--- config.mk ---
export PLATFORM = sky130hd
export DESIGN_NAME = execute_muldiv
export DESIGN_NICKNAME = d
export VERILOG_FILES = /design/src/rtl/execute_muldiv.sv
export SDC_FILE = /design/constraint.sdc
export NUM_CORES = 1
export LEC_CHECK = 0
export CORE_UTILIZATION = 40
export DETAILED_ROUTE_END_ITERATION = 12
export DONT_BUFFER_PORTS = 1
export GPL_TIMING_DRIVEN = 0
export SETUP_SLACK_MARGIN = 0.5
export SLEW_MARGIN = 5
export SYNTH_ARGS = -nofsm -noshare
export SYNTH_HDL_FRONTEND = slang
export SYNTH_SLANG_ARGS = --single-unit
--- constraint.sdc ---
create_clock -name clock -period 6 [get_ports clock]
set_input_delay 0.6 -clock clock [delete_from_list [all_inputs] [get_ports clock]]
set_output_delay 0.6 -clock clock [all_outputs]
set_load 0.005 [all_outputs]
--- src/rtl/execute_muldiv.sv ---
// Iterative radix-2 multiply/divide unit for the execute stage; owns the HI/LO
// registers and stalls the front of the pipeline while an operation is in flight.
module execute_muldiv #(
  parameter int WIDTH = 32
) (
  input  logic             clock,
  input  logic             reset,
  input  logic             flush,
  input  logic             start,
  input  logic [1:0]       op,
  input  logic [WIDTH-1:0] a,
  input  logic [WIDTH-1:0] b,
  input  logic             we_hi,
  input  logic             we_lo,
  input  logic [WIDTH-1:0] wd,
  output logic             stall,
  output logic             done,
  output logic [WIDTH-1:0] hi,
  output logic [WIDTH-1:0] lo
);

  localparam int CW = (WIDTH > 1) ? $clog2(WIDTH) : 1;

  typedef enum logic [1:0] {
    IDLE = 2'd0,
    BUSY = 2'd1,
    DONE = 2'd2
  } state_t;

  function automatic logic [WIDTH-1:0] neg_if(input logic [WIDTH-1:0] v, input logic neg);
    return neg ? (~v + WIDTH'(1)) : v;
  endfunction

  state_t             state_r;
  logic [CW-1:0]      count_r;
  logic               is_div_r;
  logic               sign_a_r;
  logic               sign_b_r;
  logic               b_zero_r;
  logic [WIDTH-1:0]   opnd_r;   // multiplicand or divisor magnitude
  logic [2*WIDTH-1:0] work_r;   // product, or {remainder, dividend/quotient}
  logic [WIDTH-1:0]   hi_r;
  logic [WIDTH-1:0]   lo_r;
  logic               done_r;

  logic               signed_s;
  logic               sign_a_s;
  logic               sign_b_s;
  logic [WIDTH-1:0]   abs_a_s;
  logic [WIDTH-1:0]   abs_b_s;
  logic [WIDTH:0]     mul_sum_s;
  logic [WIDTH:0]     div_shift_s;
  logic [WIDTH+1:0]   div_trial_s;
  logic               div_qbit_s;
  logic [WIDTH-1:0]   div_rem_s;
  logic [2*WIDTH-1:0] work_next_s;
  logic [2*WIDTH-1:0] product_s;
  logic [WIDTH-1:0]   res_hi_s;
  logic [WIDTH-1:0]   res_lo_s;
  logic               unused_s;

  assign stall = (state_r == BUSY) | ((state_r == IDLE) & start & ~flush);
  assign done  = done_r;
  assign hi    = hi_r;
  assign lo    = lo_r;

  // Operand conditioning at issue: magnitudes and signs for signed ops only
  always_comb begin
    signed_s = ~op[0];
    sign_a_s = signed_s & a[WIDTH-1];
    sign_b_s = signed_s & b[WIDTH-1];
    abs_a_s  = neg_if(a, sign_a_s);
    abs_b_s  = neg_if(b, sign_b_s);
  end

  // One radix-2 step plus sign-corrected result for the final step
  always_comb begin
    mul_sum_s   = {1'b0, work_r[2*WIDTH-1:WIDTH]} +
                  (work_r[0] ? {1'b0, opnd_r} : {(WIDTH+1){1'b0}});
    div_shift_s = {work_r[2*WIDTH-1:WIDTH], work_r[WIDTH-1]};
    div_trial_s = {1'b0, div_shift_s} - {2'b00, opnd_r};
    div_qbit_s  = ~div_trial_s[WIDTH+1];
    unused_s    = div_trial_s[WIDTH];
    if (div_qbit_s) begin
      div_rem_s = div_trial_s[WIDTH-1:0];
    end else begin
      div_rem_s = div_shift_s[WIDTH-1:0];
    end
    if (is_div_r) begin
      work_next_s = {div_rem_s, work_r[WIDTH-2:0], div_qbit_s};
    end else begin
      work_next_s = {mul_sum_s, work_r[WIDTH-1:1]};
    end
    product_s = (sign_a_r ^ sign_b_r) ? (~work_next_s + (2*WIDTH)'(1)) : work_next_s;
    if (is_div_r) begin
      // Divide by zero leaves remainder == dividend; only the quotient is forced
      res_lo_s = b_zero_r ? {WIDTH{1'b1}}
                          : neg_if(work_next_s[WIDTH-1:0], sign_a_r ^ sign_b_r);
      res_hi_s = neg_if(work_next_s[2*WIDTH-1:WIDTH], sign_a_r);
    end else begin
      res_lo_s = product_s[WIDTH-1:0];
      res_hi_s = product_s[2*WIDTH-1:WIDTH];
    end
  end

  // Control FSM, iteration datapath and HI/LO registers
  always_ff @(posedge clock or posedge reset) begin
    if (reset) begin
      state_r  <= IDLE;
      count_r  <= {CW{1'b0}};
      is_div_r <= 1'b0;
      sign_a_r <= 1'b0;
      sign_b_r <= 1'b0;
      b_zero_r <= 1'b0;
      opnd_r   <= {WIDTH{1'b0}};
      work_r   <= {(2*WIDTH){1'b0}};
      hi_r     <= {WIDTH{1'b0}};
      lo_r     <= {WIDTH{1'b0}};
      done_r   <= 1'b0;
    end else begin
      done_r <= 1'b0;
      case (state_r)
        IDLE: begin
          if (we_hi) hi_r <= wd;
          if (we_lo) lo_r <= wd;
          if (start && !flush) begin
            is_div_r <= op[1];
            sign_a_r <= sign_a_s;
            sign_b_r <= sign_b_s;
            b_zero_r <= (b == {WIDTH{1'b0}});
            opnd_r   <= op[1] ? abs_b_s : abs_a_s;
            work_r   <= {{WIDTH{1'b0}}, (op[1] ? abs_a_s : abs_b_s)};
            count_r  <= {CW{1'b0}};
            state_r  <= BUSY;
          end
        end
        BUSY: begin
          if (flush) begin
            state_r <= IDLE;
          end else begin
            work_r  <= work_next_s;
            count_r <= count_r + CW'(1);
            if (count_r == CW'(WIDTH-1)) begin
              hi_r    <= res_hi_s;
              lo_r    <= res_lo_s;
              done_r  <= 1'b1;
              state_r <= DONE;
            end
          end
        end
        DONE: begin
          if (we_hi) hi_r <= wd;
          if (we_lo) lo_r <= wd;
          state_r <= IDLE;
        end
        default: begin
          state_r <= IDLE;
        end
      endcase
    end
  end

endmodule

==> flow_summary_export.csv, run 1 <==
group,metric,value,unit
setup_path,path_class,"register to register",
routing,drc,0,
floorplan,initial_core_util,0.409,
yosys,synth_cell_types,86,
sta,worst_slew_pin_slew,1050,ps
routing,drt.antenna.violating_nets,0,
clocking,htree_levels,4,
placed_design,io_buffers,0,
sta,finalWorstSetupSlack,642,ps
yosys,async_reset_ff_frac,1.00,
floorplan,fp.coreArea,0.0390,mm²
routing,drt-total-wl,65300,µm
setup_path,crit_path_end,"hi[30]$_DFFE_PP0P_",
setup_path,timing.rr.start,"is_div_r$_DFFE_PP0P_",
yosys,synth_top_family_by_area,"compound AO/OA/AOI/OAI gates",
yosys,synth_top_area_share,0.270,
yosys,syn_avg_cell_area,7.50,µm²
final_layout,area_growth,9.25,%
final_layout,multi_input_area,0.0110,mm²
yosys,ys_seq_area_frac,0.270,
setup_path,cp_cell_sequence,"buf_2, buf_4, clkbuf_4, buf_4, clkbuf_8, buf_4, buf_4, buf_4, a21oi_2, inv_1, ha_1, nor3b_2, o221ai_2, or2_4, nor4_4, and3_4, o311ai_0, nor4_1, a21boi_1, or4_1, nand3_1",
flow_run,drv_cap,0,
setup_path,cp_max_fo,10,
floorplan,rows,72,
yosys,yosys-top-cells-area,"dfrtp_1 (27%), o21ai_0 (7.1%), a21oi_1 (6.6%)",
clocking,numCtsBuffers,17,
power_and_ir_drop,power,0.00844,W
routing,firstDrtPassIters,6,
sta,drv_slew,0,
run_status,status,"completed",
routing,avgRoutedWirePerCell,24.3,µm
final_layout,seq_area,0.00430,mm²
sta,min_period_over_period,0.893,
power_and_ir_drop,pwr-share-clk,0.136,
yosys,synthAdderAreaFrac,0.0574,
power_and_ir_drop,p_sw_frac,0.537,
power_and_ir_drop,power.internal,0.00391,W
sta,max-slew-margin-rel,0.302,
setup_path,r2r_end,"hi[30]$_DFFE_PP0P_",
setup_path,cp-start-kind,"register",
routing,vias,17100,
min_path,worst_hold_path_type,"input pin to asynchronous set/reset pin",
routing,routed_via_density,6.35,
floorplan,die_h,202,µm
power_and_ir_drop,switchingPower,0.00453,W
global_routing,use_met1,0.420,
routing,drt-initial-drc-count,1784,
yosys,synthMuxAreaShare,0.0332,
power_and_ir_drop,peakVddDrop,0.228,mV
yosys,ys_ff_latch,172,
yosys,synth_common_cells,"nand2_1 (268), o21ai_0 (227), a21oi_1 (210)",
global_routing,grt_pass1_vias,16200,
global_routing,busiest_layer,"met2",
setup_path,cpMaxStageDelayCell,"or4_1",
yosys,yosys.area.top_type,"dfrtp_1",
yosys,yosysMostFrequentCell,"nand2_1",
global_routing,use_met3,0.0664,
power_and_ir_drop,seq_power_share,0.223,
global_routing,grtUsageMet2,0.492,
yosys,synth_fp_nets,2305,
yosys,synthCells,2129,
clocking,root_buffer,"clkbuf_16",
final_layout,num_antenna_cells,0,
setup_path,max_stage_delay,480,ps
yosys,synth-compound-area-share,0.286,
setup_path,cp.arrival,5750,ps
final_layout,post-route-util,0.447,
sta,timing.fmax,187,MHz
final_layout,final_layout_size_suffix_gt1_frac,0.0604,
clocking,clk-insertion-delay-late,470,ps
floorplan,dieArea,0.0407,mm²
clocking,cts_tree,"built",
yosys,synthFlopType,"dfrtp_1",
yosys,yosysWarnings,0,
power_and_ir_drop,pwr_density_cell,484,mW/mm²
setup_path,r2r_cells,21,
global_routing,grt_pass1_wl,98100,µm
power_and_ir_drop,p_leak,7.14,nW
floorplan,dieWidth,202,µm
setup_path,cp_common_cell,"buf_4",
setup_path,cp-end-kind,"register",
yosys,yosys.area_share.simple,0.223,
yosys,netlist_area,0.0160,mm²
global_routing,grt_antenna_before_repair,3,
setup_path,ff2ff_setup_slack,640,ps
sta,fin_skew,17.3,ps
placed_design,finalWeightedCongestion,0.980,
sta,setup_viol,0,
yosys,synth-edff-count,0,
setup_path,worstPathRequired,6390,ps
sta,hold_viol,0,
final_layout,nFillCells,4022,
placed_design,place_ws,-2400,ps
clocking,cts.sinks,172,
power_and_ir_drop,combPwrFrac,0.642,
placed_design,hpwl,53000,µm
final_layout,nets,2331,
clocking,clock_path_buffers,2,
clocking,path_clk_slew,70,ps
global_routing,grt_max_degree,108,
floorplan,ioPinCount,170,
yosys,synth-xor-area-share,0.0812,
setup_path,crit_start,"is_div_r$_DFFE_PP0P_",
global_routing,grt.total_usage,0.316,
global_routing,overflow,0,
sta,rsz0062_at_grt,"true",
sta,min_period,5360,ps
-- critical path, delay by kind of cell, from the launching register on --
family                   cells  cell delay [ps]
flip-flops                   1              320
AO/OA/AOI/OAI                4              590
adder cells (fa/ha/maj)      1              170
AND/OR/NAND/NOR              7             2070
buffers and inverters        9             2110
-- worst min-delay path by stage --
stage | startpoint | endpoint | cells past startpoint
CTS | reset | done$_DFF_PP0_ | 1
finish | reset | done$_DFF_PP0_ | 1
global route | reset | done$_DFF_PP0_ | 1
detailed placement | count_r[4]$_DFFE_PP0P_ | count_r[4]$_DFFE_PP0P_ | 2
floorplan | count_r[4]$_DFFE_PP0P_ | count_r[4]$_DFFE_PP0P_ | 2
global placement | count_r[4]$_DFFE_PP0P_ | count_r[4]$_DFFE_PP0P_ | 2
-- cell usage in the layout, fill, tap and decap left out, drive strengths merged, types with 8 or more instances in the layout --
cell / n
a211oi: 20
a21o: 22
a21oi: 210
a22o: 15
a311oi: 10
a31o: 10
a31oi: 35
and2: 41
and3: 20
buf: 33
clkbuf: 117
dfrtp: 172
ha: 70
inv: 81
mux2: 8
mux2i: 44
nand2: 269
nand2b: 13
nand3: 31
nand4: 18
nor2: 204
nor2b: 10
nor3: 46
nor3b: 10
nor4: 16
o2111ai: 8
o211ai: 17
o21a: 17
o21ai: 228
o21bai: 8
o22ai: 40
o31ai: 26
o41ai: 9
or2: 12
or3: 27
or4: 11
xnor2: 86
xor2: 62
-- power groups by stage --
stage | Clock [W] | Combinational (W) | Sequential (W)
after floorplan | 0 | 0.00374 | 0.00173
after global placement | 0 | 0.00510 | 0.00188
final | 0.00114 | 0.00542 | 0.00188
after CTS | 0.00115 | 0.00522 | 0.00187
after detailed placement | 0 | 0.00515 | 0.00189
after global routing | 0.00119 | 0.00583 | 0.00191
-- layer usage --
layer	share of wire	routed length, µm
met5	0.00018	12
met4	0.046	2980
met3	0.088	5760
met2	0.44	28900
met1	0.42	27700
-- stage by stage --
stage | area [µm²] | hold WS, ps | std cells | TNS, ps
detailed placement | 16700 | 485 | 2649 | -49330
global placement | 16600 | 474 | 2647 | -282760
CTS | 17300 | 34.1 | 2682 | 0
finish | 17400 | 20.2 | 2686 | 0
global route | 17400 | 54.6 | 2686 | 0
floorplan | 16000 | 456 | 2129 | 0
-- cell families (layout without fill, tap and decap cells) --
family,Yosys count,count (layout)
muxes,52,52
xor gates and xnor gates,148,148
DFF,172,172
adders and majority gates,72,72
and+or+nand+nor,751,751
buffers and inverters,197,236
AOI/OAI and AO/OA,737,737
-- flip-flops by register name, indices dropped and copies added (netlist names) --
signal    cells
done          1
state_r       2
sign_a_r      1
sign_b_r      1
b_zero_r      1
opnd_r       32
count_r       5
hi           32
lo           32
is_div_r      1
work_r       64
-- timing repair --
action                     in CTS  in global routing
setup endpoints to repair      74                 23
buffers inserted                1                  4
pin swaps                       2                  7
hold buffers                    0                  0
gates resized for setup        28                 26
-- area by class of cell --
class,instances,share of cell area
Inverter,72,0.0159
Tap cell,518,0.0372
Clock inverter,14,0.00754
Timing Repair Buffer,7,0.00416
Multi-Input combinational cell,1760,0.632
Buffer,125,0.0314
Sequential cell,172,0.247
Clock buffer,18,0.0252
No activity file was read; power rests on OpenSTA's default activity.
==> run 2, diff against run 1 <==
--- a/config.mk
+++ b/config.mk
@@ -6,6 +6,7 @@
 export NUM_CORES = 1
 export LEC_CHECK = 0
 export CORE_UTILIZATION = 40
+export CTS_BUF_LIST = sky130_fd_sc_hd__clkbuf_4 sky130_fd_sc_hd__clkbuf_8
 export DETAILED_ROUTE_END_ITERATION = 12
 export DONT_BUFFER_PORTS = 1
 export GPL_TIMING_DRIVEN = 0
==> run 2 against run 1 <==
Effect of this change:
- die area did not move
- wire length grew 0.12%
- core utilization decreased by 0.40 points
- non-clock buffer count rose by 4
- sequential cell count unchanged
- critical path depth shrank 5
- critical endpoint is now hi[26]$_DFFE_PP0P_
- largest cell class unchanged
==> flow_summary_export.csv, run 2 (synthesis results as in run 1) <==
group,metric,value,unit
run_status,status,"completed",
placed_design,io_buffers,0,
sta,max-slew-margin-rel,0.297,
final_layout,fin_cells,2695,
final_layout,area_growth,8.27,%
power_and_ir_drop,peakVddDrop,0.262,mV
sta,fin_skew,27.5,ps
flow_run,drv_cap,0,
final_layout,seq_area,0.00430,mm²
routing,routed_via_density,6.34,
routing,dr_wl_met3,5930,µm
final_layout,final_common_cell,"nand2_1",
routing,routed.top_layer,"met4",
clocking,cts.sinks,172,
power_and_ir_drop,p_sw_frac,0.551,
routing,drt-total-wl,65400,µm
power_and_ir_drop,combPwrFrac,0.664,
final_layout,final_cell_mix,"nand2_1 (267), o21ai_0 (222), a21oi_1 (209), nor2_1 (203), dfrtp_1 (172)",
final_layout,largest_register,"work_r",
setup_path,cp_max_fo,10,
global_routing,grt_max_degree,108,
routing,vias,17100,
power_and_ir_drop,p_leak,7.07,nW
sta,worst_slew_pin_slew,1060,ps
clocking,cts_tree,"built",
power_and_ir_drop,power.internal,0.00367,W
global_routing,grt_antenna_before_repair,4,
sta,min_period,5380,ps
power_and_ir_drop,switchingPower,0.00450,W
global_routing,grt.total_usage,0.316,
routing,avgRoutedWirePerCell,24.3,µm
setup_path,path_class,"register to register",
placed_design,hpwl,53000,µm
clocking,clock_path_buffers,2,
setup_path,cp.arrival,5760,ps
global_routing,overflow,0,
floorplan,rows,72,
routing,wl_met2,28900,µm
final_layout,multi_input_area,0.0110,mm²
floorplan,ioPinCount,170,
power_and_ir_drop,power,0.00816,W
power_and_ir_drop,pwr-share-clk,0.106,
sta,min_period_over_period,0.896,
floorplan,die_h,202,µm
final_layout,nets,2335,
routing,drc,0,
floorplan,fp.coreArea,0.0390,mm²
power_and_ir_drop,seq_power_share,0.230,
placed_design,dpl_cell_area,0.0167,mm²
global_routing,grt_pass1_vias,16300,
sta,timing.fmax,186,MHz
clocking,root_buffer,"clkbuf_8",
sta,setup_viol,0,
clocking,clk-insertion-delay-late,520,ps
clocking,htree_levels,4,
final_layout,final_cell_area,0.0173,mm²
routing,drt.antenna.violating_nets,0,
clocking,numCtsBuffers,17,
final_layout,final_layout_size_suffix_gt1_frac,0.0608,
floorplan,dieArea,0.0407,mm²
sta,rsz0062_at_grt,"true",
routing,drt-initial-drc-count,1838,
final_layout,nFillCells,4029,
sta,setup_tns,0,ps
routing,m1WireLength,27600,µm
final_layout,largest_reg_flops,64,
global_routing,grt_pass1_wl,98200,µm
sta,drv_slew,0,
placed_design,dp.cells,2649,
power_and_ir_drop,pwr_density_cell,473,mW/mm²
placed_design,finalWeightedCongestion,0.980,
setup_path,worstPathRequired,6380,ps
setup_path,cp-end-kind,"register",
sta,hold_viol,0,
min_path,worst_hold_path_type,"input pin to register",
routing,firstDrtPassIters,6,
floorplan,dieWidth,202,µm
floorplan,initial_core_util,0.409,
clocking,path_clk_slew,120,ps
setup_path,cp-start-kind,"register",
-- run 2: cell types whose count changed in the layout (fill, tap and decap cells not counted), sizes merged --
cell and delta:
dlygate4sd3 +1, buf +3, diode +5
-- run 2: final cells by class --
cell class                 instances  area share
antenna                            5    0.000724
buffer                           125      0.0319
clock buffer                      18      0.0143
clock inverter                    14     0.00760
inverter                          72      0.0161
multi-input combinational       1760       0.637
sequential                       172       0.249
tap                              518      0.0375
timing repair buffer              11     0.00608
-- run 2: worst max-delay path, stage by stage, from the launching register on --
cell and delay [ps]:
dfrtp_1 520, clkbuf_2 230, and2_1 190, ha_1 340
a21oi_1 80, o21ai_0 480, nand3_1 310, a31oi_1 420
o22ai_1 140, xor2_1 280, mux2i_1 290, or3_1 520
buf_1 290, or3_1 420, o31ai_1 280, mux2i_1 340
nand3_1 100
-- run 2: worst paths after layout --
check                                       startpoint                      to  slack [ps]  cells past startpoint
max in group asynchronous                        reset   opnd_r[8]$_DFFE_PP0P_        4450                      3
min in group asynchronous                        reset          done$_DFF_PP0_         630                      2
worst min register to register  count_r[4]$_DFFE_PP0P_  count_r[4]$_DFFE_PP0P_         510                      2
worst min-delay path                             wd[0]       hi[0]$_DFFE_PP0P_         240                      2
worst max register to register   work_r[0]$_DFFE_PP0P_      hi[26]$_DFFE_PP0P_         620                     16
worst max-delay path             work_r[0]$_DFFE_PP0P_      hi[26]$_DFFE_PP0P_         620                     16
-- run 2: repair_timing --
| item | 4_1_cts | 5_1_grt |
|---|---|---|
| hold buffers | 1 | 0 |
| hold endpoints to repair | 65 | 0 |
| pin swaps | 3 | 7 |
| gates resized for setup | 29 | 25 |
| setup endpoints to repair | 73 | 19 |
| setup buffers | 2 | 6 |
-- run 2: power by group through the flow --
stage          clock, W  sequential (W)  combinational (W)
3_3_place_gp          0         0.00188            0.00510
2_1_floorplan         0         0.00173            0.00374
3_5_place_dp          0         0.00189            0.00515
6_report       0.000865         0.00188            0.00542
5_1_grt        0.000911         0.00191            0.00584
4_1_cts        0.000873         0.00187            0.00523
-- run 2: layer usage --
layer  track usage  vias up
li1              -     7796
met1         0.417     8312
met2         0.493      854
met3        0.0708      137
met4         0.142        0
met5             0        -
-- run 2: through the flow --
| step | hold WS, ps | utilization | worst slack (ps) |
|---|---|---|---|
| 2_1_floorplan | 456 | - | 587 |
| 3_3_place_gp | 474 | 0.426 | -2330 |
| 3_5_place_dp | 485 | 0.427 | -2400 |
| 4_1_cts | 207 | 0.440 | 515 |
| 5_1_grt | 220 | 0.443 | 465 |
| 6_report | 241 | 0.443 | 622 |
